--- src/rtl/mem_game_pkg.sv ---
// Shared definitions for the memory card game: board geometry, value width
// and the turn-sequencer state encoding.
package mem_game_pkg;

   localparam int NUM_CARDS = 36;
   localparam int VAL_W     = 5;
   localparam int POS_W     = 6;
   localparam int PAIRS     = NUM_CARDS / 2;

   // Encodings are visible on inputState, so they are fixed explicitly.
   typedef enum logic [2:0] {
      PICK1   = 3'd0,
      READ1   = 3'd1,
      PICK2   = 3'd2,
      READ2   = 3'd3,
      COMPARE = 3'd4,
      SHOW    = 3'd5,
      DONE    = 3'd6
   } state_e;

endpackage

--- src/rtl/memory_turn_ctrl_press_edge.sv ---
// Rising-edge detector for the select button. A level that is already high
// while reset is asserted must fall and rise again before it counts as a press.
module press_edge (
   input  logic clock_i,
   input  logic reset_i,
   input  logic a_i,
   output logic press_o
);

   logic a_prev_q;
   logic armed_q;

   // armed_q blocks the first edge after reset when A was held high through
   // reset, so that level is not taken as a second press.
   always_ff @(posedge clock_i) begin
      if (reset_i) begin
         a_prev_q <= 1'b0;
         armed_q  <= ~a_i;
      end else begin
         a_prev_q <= a_i;
         armed_q  <= armed_q | ~a_i;
      end
   end

   assign press_o = a_i & ~a_prev_q & armed_q;

endmodule

--- src/rtl/memory_turn_ctrl.sv ---
// Two-card turn sequencer: reads both picks from the board, compares them,
// keeps matched pairs face-up, hides mismatches after SHOW_CYCLES clocks.
module memory_turn_ctrl #(
   parameter int NUM_CARDS   = 36,
   parameter int VAL_W       = 5,
   parameter int SHOW_CYCLES = 25_000_000
) (
   input  logic                 clock,
   input  logic                 reset,
   input  logic                 A,
   input  logic [5:0]           mem6x6,
   output logic [5:0]           board_addr,
   input  logic [VAL_W-1:0]     board_data,
   output logic [VAL_W-1:0]     data1,
   output logic [VAL_W-1:0]     data2,
   output logic [NUM_CARDS-1:0] revealed,
   output logic [NUM_CARDS-1:0] matched,
   output logic [4:0]           pairsFound,
   output logic [2:0]           inputState,
   output logic                 match,
   output logic                 turn_done,
   output logic                 GO
);

   import mem_game_pkg::*;

   localparam int HALF    = NUM_CARDS / 2;
   localparam int TIMER_W = (SHOW_CYCLES > 1) ? $clog2(SHOW_CYCLES) : 1;

   state_e               state_q, state_d;
   logic [POS_W-1:0]     pos1_q, pos1_d;
   logic [POS_W-1:0]     pos2_q, pos2_d;
   logic [POS_W-1:0]     addr_q, addr_d;
   logic [VAL_W-1:0]     data1_q, data1_d;
   logic [VAL_W-1:0]     data2_q, data2_d;
   logic [NUM_CARDS-1:0] revealed_q, revealed_d;
   logic [NUM_CARDS-1:0] matched_q, matched_d;
   logic [4:0]           pairs_q, pairs_d;
   logic [TIMER_W-1:0]   timer_q, timer_d;
   logic                 match_q, match_d;
   logic                 turn_done_q, turn_done_d;
   logic                 go_q, go_d;

   logic press;
   logic cursor_matched;
   logic pick_ok;

   press_edge u_press_edge (
      .clock_i (clock),
      .reset_i (reset),
      .a_i     (A),
      .press_o (press)
   );

   // Looping over the board avoids indexing past NUM_CARDS when the cursor is off-board.
   always_comb begin
      cursor_matched = 1'b0;
      for (int i = 0; i < NUM_CARDS; i++) begin
         if (i == int'(mem6x6)) cursor_matched = matched_q[i];
      end
      pick_ok = press && (int'(mem6x6) < NUM_CARDS) && !cursor_matched;
   end

   // NOTE: every _d gets its hold value before the case, so no path leaves a latch.
   always_comb begin
      state_d     = state_q;
      pos1_d      = pos1_q;
      pos2_d      = pos2_q;
      addr_d      = addr_q;
      data1_d     = data1_q;
      data2_d     = data2_q;
      revealed_d  = revealed_q;
      matched_d   = matched_q;
      pairs_d     = pairs_q;
      timer_d     = timer_q;
      match_d     = 1'b0;
      turn_done_d = 1'b0;
      go_d        = go_q;

      unique case (state_q)
         PICK1: begin
            if (pick_ok) begin
               pos1_d  = mem6x6;
               addr_d  = mem6x6;
               state_d = READ1;
            end
         end
         READ1: begin
            data1_d = board_data;
            for (int i = 0; i < NUM_CARDS; i++) begin
               if (i == int'(pos1_q)) revealed_d[i] = 1'b1;
            end
            state_d = PICK2;
         end
         PICK2: begin
            if (pick_ok && (mem6x6 != pos1_q)) begin
               pos2_d  = mem6x6;
               addr_d  = mem6x6;
               state_d = READ2;
            end
         end
         READ2: begin
            data2_d = board_data;
            for (int i = 0; i < NUM_CARDS; i++) begin
               if (i == int'(pos2_q)) revealed_d[i] = 1'b1;
            end
            state_d = COMPARE;
         end
         COMPARE: begin
            if (data1_q == data2_q) begin
               for (int i = 0; i < NUM_CARDS; i++) begin
                  if (i == int'(pos1_q) || i == int'(pos2_q)) matched_d[i] = 1'b1;
               end
               pairs_d     = pairs_q + 5'd1;
               match_d     = 1'b1;
               turn_done_d = 1'b1;
               if (pairs_d == 5'(HALF)) begin
                  go_d    = 1'b1;
                  state_d = DONE;
               end else begin
                  state_d = PICK1;
               end
            end else begin
               timer_d = TIMER_W'(SHOW_CYCLES - 1);
               state_d = SHOW;
            end
         end
         SHOW: begin
            if (timer_q == '0) begin
               for (int i = 0; i < NUM_CARDS; i++) begin
                  if (i == int'(pos1_q) || i == int'(pos2_q)) revealed_d[i] = 1'b0;
               end
               turn_done_d = 1'b1;
               state_d     = PICK1;
            end else begin
               timer_d = timer_q - 1'b1;
            end
         end
         DONE: begin
            go_d = 1'b1;
         end
         default: state_d = PICK1;
      endcase
   end

   // NOTE: state registers use <= so every flop samples pre-edge values together.
   always_ff @(posedge clock) begin
      if (reset) begin
         state_q     <= PICK1;
         pos1_q      <= '0;
         pos2_q      <= '0;
         addr_q      <= '0;
         data1_q     <= '0;
         data2_q     <= '0;
         revealed_q  <= '0;
         matched_q   <= '0;
         pairs_q     <= '0;
         timer_q     <= '0;
         match_q     <= 1'b0;
         turn_done_q <= 1'b0;
         go_q        <= 1'b0;
      end else begin
         state_q     <= state_d;
         pos1_q      <= pos1_d;
         pos2_q      <= pos2_d;
         addr_q      <= addr_d;
         data1_q     <= data1_d;
         data2_q     <= data2_d;
         revealed_q  <= revealed_d;
         matched_q   <= matched_d;
         pairs_q     <= pairs_d;
         timer_q     <= timer_d;
         match_q     <= match_d;
         turn_done_q <= turn_done_d;
         go_q        <= go_d;
      end
   end

   assign board_addr = addr_q;
   assign data1      = data1_q;
   assign data2      = data2_q;
   assign revealed   = revealed_q;
   assign matched    = matched_q;
   assign pairsFound = pairs_q;
   assign inputState = state_q;
   assign match      = match_q;
   assign turn_done  = turn_done_q;
   assign GO         = go_q;

endmodule

--- config.mk ---
export PLATFORM = sky130hd
export DESIGN_NAME = memory_turn_ctrl
export DESIGN_NICKNAME = d
export VERILOG_FILES = /design/src/rtl/mem_game_pkg.sv /design/src/rtl/memory_turn_ctrl_press_edge.sv /design/src/rtl/memory_turn_ctrl.sv
export SDC_FILE = /design/constraint.sdc
export NUM_CORES = 1
export LEC_CHECK = 0
export CAP_MARGIN = 15
export CORE_MARGIN = 3
export CORE_UTILIZATION = 40
export DETAILED_ROUTE_END_ITERATION = 6
export PLACE_DENSITY = 0.73
export RECOVER_POWER = 100
export SYNTH_ARGS = -nofsm -noshare
export SYNTH_HDL_FRONTEND = slang
export SYNTH_SLANG_ARGS = --single-unit
--- constraint.sdc ---
create_clock -name clock -period 5.65 [get_ports clock]
set_clock_uncertainty 0.15 [all_clocks]
set_input_delay 1.13 -clock clock [delete_from_list [all_inputs] [get_ports clock]]
set_output_delay 1.13 -clock clock [all_outputs]
set_load 0.02 [all_outputs]
* Word-level counts from Yosys, hierarchy flattened
Cells that the tools add are included.
Word-level totals: latch bits 0, input bits 14, ROM bits 0, bits in writable memories 0, register bits 138, memories 0, output and inout port bits 99
Operators by class: shifts and indexed selects 0, divide/modulo/power cells 0, $add $sub $neg 2, multipliers 0, equality and inequality tests 229, multiplexer cells 165, bitwise logic cells 7, reductions and logical operators 129, $lt $le $gt $ge 1
Operators by type and width (number):
- $eq 6x6->1 const A | 60
- $ne 2x2->1 const B | 115
- $reduce_and 5->1 | 36
- $mux 1 | 149
- $eq 5x6->1 const A | 24
- $reduce_and 3->1 | 39
- $pmux 36 s3 | 1
- $eq 4x6->1 const A | 12
- $mux 25 | 2
- $pmux 25 s2 | 1
- $eq 3x6->1 const A | 6
- $logic_or 1x1->1 | 36
- $mux 36 | 1
- $logic_not 25->1 | 1
- $sub 25x1->25 const B | 1
- $pmux 3 s7 | 1
- $eq 2x6->1 const A | 3
- $logic_not 6->1 | 3
- $mux 3 | 5
- $mux 6 | 2
- $pmux 6 s2 | 1
- $eq 3x3->1 const B | 3
- $eq 3x2->1 const B | 2
- $lt 6x6->1 const B | 1
- other kinds (17) | 28

* Logic depth before layout (Yosys ltp)
Gate-level depths: netlist (run 1).
depth in word-level cells 42, depth in mapped cells 9, mapped depth without buffers 8

* Cells and area by module
From an unflattened synthesis (run 1), not the netlist that was laid out.
Unflattened totals: cells, all modules 983, area, all modules 7612.3 sq um
By module, submodules not included:
- memory_turn_ctrl | area an instance 7549.7 sq um, times used 1, seq. area each 2722.6 sq um, cells an instance 976
- press_edge | area an instance 62.6 sq um, times used 1, seq. area each 40.0 sq um, cells an instance 7

* Least setup slack after synthesis (run 1)
OpenSTA, ideal clock, no wires.
path kind input to register, from in mem6x6[2], to reg addr_q[1], in the netlist board_addr[1], slack 2366 ps, stages on the path 8, data arrival time 3014 ps, cells stage by stage buf_6 or4b_4 a2111o_1 o21ai_2 a41oi_4 o32a_1 buf_6 mux2i_1
On the way: cells in the longest elaborated chain, start to end 42, elaborated cells on any way between the ends 81, classes of those cells 1 x order compare; 38 x eq/ne; 36 x mux; 6 x reduce/logical
Ends and longest elaborated chain:
- start, declared | line memory_turn_ctrl.sv:11 | input logic [5:0] mem6x6,
- $logic_not 6->1 | line memory_turn_ctrl.sv:59 | if (i == int'(mem6x6)) cursor_matched = matched_q[i];
- $mux 1 (36 in series) | line memory_turn_ctrl.sv:59
- $logic_not 1->1 | line memory_turn_ctrl.sv:61 | pick_ok = press && (int'(mem6x6) < NUM_CARDS) && !cursor_matched;
- $logic_and 1x1->1 | line memory_turn_ctrl.sv:61
- $logic_and 1x1->1 | line memory_turn_ctrl.sv:96 | if (pick_ok && (mem6x6 != pos1_q)) begin
- $ne 2x2->1 (no source line)
- $reduce_and 3->1 (no source line) *
- end signal, assigned | line memory_turn_ctrl.sv:166 | addr_q <= addr_d;
- end, declared | line memory_turn_ctrl.sv:33 | logic [POS_W-1:0] addr_q, addr_d;
Every way passes the cells marked *; elsewhere a longest branch is shown, timed or not. A chain may end at the register's enable or synchronous reset.

* Final worst setup path (run 1)
from in mem6x6[0], to reg pos1_q[4]
On the way: cells in the longest elaborated chain, start to end 40, elaborated cells on any way between the ends 77, classes of those cells 1 x order compare; 35 x eq/ne; 36 x mux; 5 x reduce/logical
Ends and longest elaborated chain:
- $logic_not 6->1 | line memory_turn_ctrl.sv:59
- $mux 1 (36 in series) | line memory_turn_ctrl.sv:59
- $logic_not 1->1 | line memory_turn_ctrl.sv:61
- $logic_and 1x1->1 * | line memory_turn_ctrl.sv:61
- $reduce_and 2->1 (no source line) *
- end signal, assigned | line memory_turn_ctrl.sv:164 | pos1_q <= pos1_d;
- end, declared | line memory_turn_ctrl.sv:31 | logic [POS_W-1:0] pos1_q, pos1_d;
Marked as above.

==> impl_results.md, run 1 <==
- Iter 0 DRT Violations: roughly 880
- Total gr overflow: 0
- Die height: about 150 microns
- CTS root buf: clkbuf_16
- Fmax: 213 MHz
- Cell Pwr Density: between 200 and 300 mW/mm^2
- Via/cell ratio: 5.97
- Syn nets: 1023
- Number of fill cells: roughly 1.8k
- H-tree depth: 4
- Crit path kind: in2reg
- Least-Margin Pin Slew: ~2700 ps
- Leak pwr: ~0.0037 uW
- Area grow syn2layout: 23.2%
- Final worst slack: between 900 and 1000 ps
- Final net count: around 1.1k
- Mean Syn Cell Area: between 7 and 8 sq um
- Seq/Total Area, Yosys: between 30% and 40%
- Core Area: 0.0190 sq mm
- ANT nets after route: 0
- Peak supply drop: 208 uV
- Synthesis warning total: 0
- Number of I/O port buffers: 112
- Setup TNS: 0 ps
- Syn Inst Count: around 1.0k
- Max-cap violations: 4
- First-pass GRT wire length: around 41 mm
- Failing checks: max-capacitance violations, max-slew violations
- Synthesized area: ~0.0078 sq mm
- GRT Util Overall: a little under a quarter
- Count of unique library cells instantiated by Yosys: 69
- Placement Rows: 50
- Detailed placement HPWL: ~18 mm
- Crit path time final: 4700 ps
- CTS sink count: around 140
- FF+latch count, synth: roughly 140
- Startpoint types: input port
- RSZ-0062 raised after global routing: no
- Worst slack, placed: 1260 ps
- Hold crit path type: reg2reg
- Status: finished with violations
- Fin. max-slew vios: around 210
- Detailed-route via count: 7988
- Routed length per instance: 19.0 microns
- Primary FF master, synth: dfxtp_1
- Vias in the first global route: around 7.4k
- Worst rel slew slack: -84.4%
- Die W: ~150 microns
- # IOs: about 110
- Resized cells post-CTS: 0
- Final Cell Area: approximately 0.0096 sq mm
- Ant diodes: 0
- Final Power: around 2500 uW
- # setup viols final: 0
- Fraction of layout cells with a size suffix above 1: 6.21%
- Crit path max fanout: 13
- Final wirelength: 25.4 mm
- CP Data Arrival Time: between 4000 and 5000 ps
- Detailed-router iteration count before antenna repair: 6
- DP Area: around 0.0090 sq mm
- Final hold vios: 0
- CTS tree: built
- Max Buffers Root-to-Sink: 2
- Pin count of the biggest net entering global routing: 110
- CTS buffer count: 17
- Hold_buf cts: 0
- Post-CTS Repair Setup Buffers: 0
- CP required: roughly 6000 ps
- CP endpoint kind: register
- Die ar.: between 0.02 and 0.025 sq mm
- Initial antenna violation count: 0
- Crit share post-route: ~83%
- Clock slew at reported path FFs: approximately 60 ps
- Post-route DRC: 0
- Initial Util: around two fifths
- Ys async rst share: 0%
- Number of flops mapped to enable cells by yosys: 0
- GP Congestion: 0.946
- Insertion delay to the later sink of the worst-skew pair: between 400 and 500 ps
## routing by layer
| metal | up-vias | track usage [%] | part of all wire (%) |
|---|---|---|---|
| li1 | 3734 | - | - |
| met1 | 3751 | 31.3 | 43 |
| met2 | 439 | 35.8 | 45 |
| met3 | 64 | 6.51 | 9.3 |
| met4 | 0 | 9.31 | 2.9 |
| met5 | - | 0 | 0 |
## state kept, by name, summed over array words and instances, names as in the netlist, 3 cells and up
register    flops
board_addr      6
pairsFound      5
data2           5
matched        36
timer_q        25
revealed       36
pos1_q          6
pos2_q          6
data1           5
inputState      3
## power breakdown
part           switching, uW  internal (uW)  leakage, uW
sequential              18.5            982      0.00111
clock                    440            835     0.000315
combinational            118           61.6      0.00228
## kinds of logic (layout without fill, tap and decap cells)
kind of cell    after synthesis  count (layout)  synth area share [%]
xor+xnor                     36              36                  4.04
mux                          30              30                  4.04
flops                       138             138                  35.4
fa+ha+maj                     4               4                 0.641
compound gates              280             280                  23.2
buf+inv                     103             177                  5.24
simple gates                414             414                  27.4
## stage by stage
| step | util (%) | hold WS (ps) | instances |
|---|---|---|---|
| 6_report | 50.7 | 304 | 1339 |
| 2_1_floorplan | - | 295 | 1005 |
| 4_1_cts | 51.2 | 309 | 1339 |
| 3_3_place_gp | 47.7 | 293 | 1308 |
| 5_1_grt | 50.7 | 335 | 1339 |
| 3_5_place_dp | 47.7 | 297 | 1308 |
## cells in the mapped netlist, types with 8 or more instances
library cell	count	area, sq um
nor4b_1	11	96.3
o32ai_1	8	70.1
nand2b_1	36	225
and3_1	11	68.8
nor4_1	8	50.1
o22ai_1	9	56.3
xnor2_1	19	166
inv_1	16	60.1
nor2_1	93	349
nand3_1	62	310
nor3_1	21	105
and2_1	8	50.1
a211oi_1	10	75.1
mux2i_1	27	270
clkbuf_1	71	267
a22o_1	14	123
a21o_1	11	82.6
a21oi_1	119	596
o21ai_0	49	245
nand2_1	99	372
dfxtp_1	138	2760
or2_2	10	62.6
xor2_1	17	149
nor2b_1	15	93.8
## area by class of cell
cell class / count / area [sq um] / area share [%]
clock buffers: 19 / 443 / 4.61
clock inverters: 12 / 221 / 2.30
inverters: 18 / 67.6 / 0.703
multi-input cells: 764 / 4580 / 47.6
flip-flops and latches: 138 / 2760 / 28.7
well taps: 260 / 325 / 3.38
repair buffers: 128 / 1220 / 12.7
## critical path, stage by stage
cell	delay (ps)
dlygate4sd3_1	830
clkbuf_1	530
mux4_2	580
mux2_2	270
nand4b_1	140
a41oi_4	160
o32ai_1	1000
mux2i_1	270
## path summary, 6_finish.rpt
kind                 start       endpoint  slack (ps)  depth (start not counted)
max reg2reg  inputState[0]  pairsFound[4]        1250                          8
min           revealed[18]   revealed[18]         300                          2
min reg2reg   revealed[18]   revealed[18]         300                          2
max              mem6x6[0]      pos1_q[4]         950                          8
## cells in the final DEF (no fill, tap or decap), types with 4 or more instances in the layout
cell,netlist,final
a2111oi_0,6,6
a211oi_1,10,10
a21o_1,11,11
a21oi_1,119,119
a221oi_1,7,7
a22o_1,14,14
a22oi_1,6,6
a2bb2oi_1,4,4
a31oi_1,7,7
and2_1,8,8
and3_1,11,11
buf_4,0,11
bufinv_16,0,6
clkbuf_1,71,6
clkbuf_16,0,17
clkdlybuf4s50_1,0,12
dfxtp_1,138,138
dlygate4sd3_1,0,99
ha_1,4,4
inv_1,16,16
mux2i_1,27,27
nand2_1,99,99
nand2b_1,36,36
nand3_1,62,62
nand4_1,5,5
nor2_1,93,93
nor2b_1,15,15
nor3_1,21,22
nor4_1,8,9
nor4b_1,11,11
nor4bb_1,7,7
o21ai_0,49,50
o22ai_1,9,9
o32ai_1,8,9
or2_2,10,10
or3_1,4,4
or4_1,5,6
xnor2_1,19,19
xor2_1,17,17
No activity file was read; power rests on OpenSTA's default activity.
==> run 2: changes to the inputs <==
--- a/config.mk
+++ b/config.mk
@@ -9,7 +9,7 @@
 export CORE_MARGIN = 3
 export CORE_UTILIZATION = 40
 export DETAILED_ROUTE_END_ITERATION = 6
-export PLACE_DENSITY = 0.73
+export PLACE_DENSITY = 0.75
 export RECOVER_POWER = 100
 export SYNTH_ARGS = -nofsm -noshare
 export SYNTH_HDL_FRONTEND = slang
==> constraint.sdc (replaced) <==
create_clock -name clock -period 4.05 [get_ports clock]
set_clock_uncertainty 0.15 [all_clocks]
set_input_delay 0.81 -clock clock [delete_from_list [all_inputs] [get_ports clock]]
set_output_delay 0.81 -clock clock [all_outputs]
set_load 0.02 [all_outputs]
==> run 2 against run 1 <==
  * The flow still finishes with violations (max-capacitance violations, max-slew violations)
  * Combinational power increased by 46%
  * Core utilization increased by 0.18 points
  * Critical path depth grew 1
  * Routed wire length increased by 0.85%
  * Largest power group unchanged
==> impl_results.md, run 2 (synthesis gave the netlist of run 1 again) <==
- Detailed-route via count: 7975 (was 7988)
- Insertion delay to the later sink of the worst-skew pair: 430 ps (was 440 ps)
- Detailed-router iteration count before antenna repair: 6 (unchanged)
- Detailed placement HPWL: 18.2 mm (was 17.7 mm)
- Cell Pwr Density: 329 mW/mm^2 (was 255 mW/mm^2)
- Vias in the first global route: 7391 (was 7422)
- Initial antenna violation count: 0 (unchanged)
- Pin count of the biggest net entering global routing: 91 (was 110)
- Fraction of layout cells with a size suffix above 1: 7.84% (was 6.21%)
- Worst rel slew slack: -14.4% (was -84.4%)
- CTS tree: built (unchanged)
- Crit path time final: roughly 3600 ps
- Clock slew at reported path FFs: 60 ps (about the same)
- Crit path max fanout: 14 (was 13)
- WHS Path Cells: 2 (unchanged)
- CTS sink count: 138 (unchanged)
- Most frequent cells in the layout: dfxtp_1 (137), a21oi_1 (119), dlygate4sd3_1 (100) (was dfxtp_1 (138), a21oi_1 (119), nand2_1 (99), dlygate4sd3_1 (99), nor2_1 (93))
- ANT nets after route: 0 (unchanged)
- Final Power: 3180 uW (was 2450 uW)
- R2R Path End: timer_q[10] (was pairsFound[4])
- CTS root buf: clkbuf_16 (unchanged)
- Least-Margin Pin Slew: 1720 ps (was 2740 ps)
- Leak pwr: 0.00376 uW (was 0.00371 uW)
- Worst hold start: revealed[32] (was revealed[18])
- Status: finished with violations (unchanged)
- Hold crit path type: reg2reg (unchanged)
- Fmax: ~280 MHz
- Area grow syn2layout: 23.6% (was 23.2%)
- Final wirelength: 25.6 mm (was 25.4 mm)
- Placement Rows: 50 (unchanged)
- # setup viols final: 0 (unchanged)
- Hold_buf cts: 0 (unchanged)
- Post-route DRC: 0 (unchanged)
- RSZ-0062 raised after global routing: no (unchanged)
- Fin. max-slew vios: 91 (was 208)
- Crit share post-route: between 80% and 90%
- H-tree depth: 4 (unchanged)
- First-pass GRT wire length: 40.3 mm (was 40.5 mm)
- Max incr delay on CP: 740 ps (was 1000 ps)
- CTS buffer count: 17 (unchanged)
- Resized cells post-CTS: 0 (unchanged)
- Final net count: 1104 (was 1085)
- Number of I/O port buffers: 112 (unchanged)
- Final hold vios: 0 (unchanged)
- Peak supply drop: 269 uV (was 208 uV)
- Die ar.: 0.0212 sq mm (unchanged)
- Failing checks: max-capacitance violations, max-slew violations (unchanged)
- Ant diodes: 0 (unchanged)
- Core Area: 0.0190 sq mm (unchanged)
- Startpoint types: input port (unchanged)
- Initial Util: 41.2% (unchanged)
- CP max stage cell: dlygate4sd3_1 (was o32ai_1)
- # IOs: 113 (unchanged)
- Crit path cell chain: dlygate4sd3_1, and2_1, a2111oi_0, buf_4, a2111oi_0, a211oi_2, o32a_1, clkbuf_1, a31oi_1 (was dlygate4sd3_1, clkbuf_1, mux4_2, mux2_2, nand4b_1, a41oi_4, o32ai_1, mux2i_1)
- Iter 0 DRT Violations: 817 (was 883)
- CP endpoint kind: register (unchanged)
- Via/cell ratio: 5.88 (was 5.97)
- Final core occ: 50.9% (was 50.7%)
- Reg2Reg Setup Slack: 560 ps (was 1250 ps)
- Die height: 146 microns (unchanged)
- Total gr overflow: 0 (unchanged)
- Most frequent cell on the critical path: a2111oi_0
- R2R cell count: 8 (unchanged)
- Post-CTS Repair Setup Buffers: 0 (unchanged)
- Crit path kind: in2reg (unchanged)
- GP Congestion: 0.916 (was 0.946)
- R2R Path Start: timer_q[0] (was inputState[0])
- Setup TNS: 0 ps (unchanged)
- GRT Util Overall: 23.1% (was 23.4%)
- Die W: 146 microns (unchanged)
- Commonest non-fill, non-tap cell in the layout: dfxtp_1 (unchanged)
- Max-cap violations: 1 (was 4)
- Max Buffers Root-to-Sink: 2 (unchanged)
- CP Data Arrival Time: 3680 ps (was 4910 ps)
- Min-Delay Endpoint: revealed[32] (was revealed[18])
- CP required: 4160 ps (was 5860 ps)
- Routed length per instance: 18.9 microns (was 19.0 microns)
-- run 2: cell count changes in the layout (fill, tap and decap cells not counted), sizes merged --
cell / change
buf: +15
dlygate4sd3: +1
bufinv: -4
clkbuf: +4
inv: +1
clkdlybuf4s50: -1
clkinv: +2
-- run 2: layout make-up --
class / instances / area, sq um
repair buffers: 147 / 1350
fillers: 1849 / 9310
flip-flops and latches: 138 / 2760
clock buffers: 19 / 443
clock inverters: 11 / 124
multi-input cells: 764 / 4580
inverters: 18 / 67.6
well taps: 260 / 325
-- run 2: report_power, final --
group	internal (uW)	total (uW)	switching, uW
sequential	1370	1400	26.4
combinational	93.3	261	168
clock	914	1520	608
-- run 2: how the worst max path moves through the flow --
| stage | start | to | slack (ps) |
|---|---|---|---|
| floorplan | mem6x6[2] | board_addr[1] | 1090 |
| global placement | mem6x6[1] | board_addr[4] | 430 |
| detailed placement | mem6x6[1] | inputState[0] | 380 |
| CTS | mem6x6[1] | pos2_q[0] | 800 |
| global route | mem6x6[1] | pos2_q[2] | 310 |
| finish | mem6x6[1] | inputState[0] | 480 |
-- run 2: critical path, delay by kind of cell --
kind	cells	cell delay, ps
buf+inv	3	1360
simple gates	1	300
compound gates	5	1200
-- run 2: routing by layer --
metal	vias up	GRT usage, %	wire length, microns
li1	3775	-	-
met1	3760	32.0	11200
met2	398	36.5	11800
met3	42	5.33	2220
met4	0	5.94	450
met5	-	0	0
-- run 2: through the flow --
stage | instance area (sq um) | instances | hold WS [ps] | worst slack, ps
4_1_cts | 9740 | 1356 | 312 | 798
5_1_grt | 9650 | 1357 | 337 | 312
3_5_place_dp | 9170 | 1326 | 300 | 376
3_3_place_gp | 9170 | 1326 | 293 | 426
6_report | 9650 | 1357 | 309 | 476
2_1_floorplan | 7800 | 1005 | 295 | 1090
==> run 3: changes to the inputs <==
--- a/config.mk
+++ b/config.mk
@@ -8,6 +8,7 @@
 export CAP_MARGIN = 15
 export CORE_MARGIN = 3
 export CORE_UTILIZATION = 40
+export CTS_CLUSTER_SIZE = 30
 export DETAILED_ROUTE_END_ITERATION = 6
 export PLACE_DENSITY = 0.75
 export RECOVER_POWER = 100
==> results of run 3 <==
No change in the layout: final DEF, timing and power equal those of run 2.
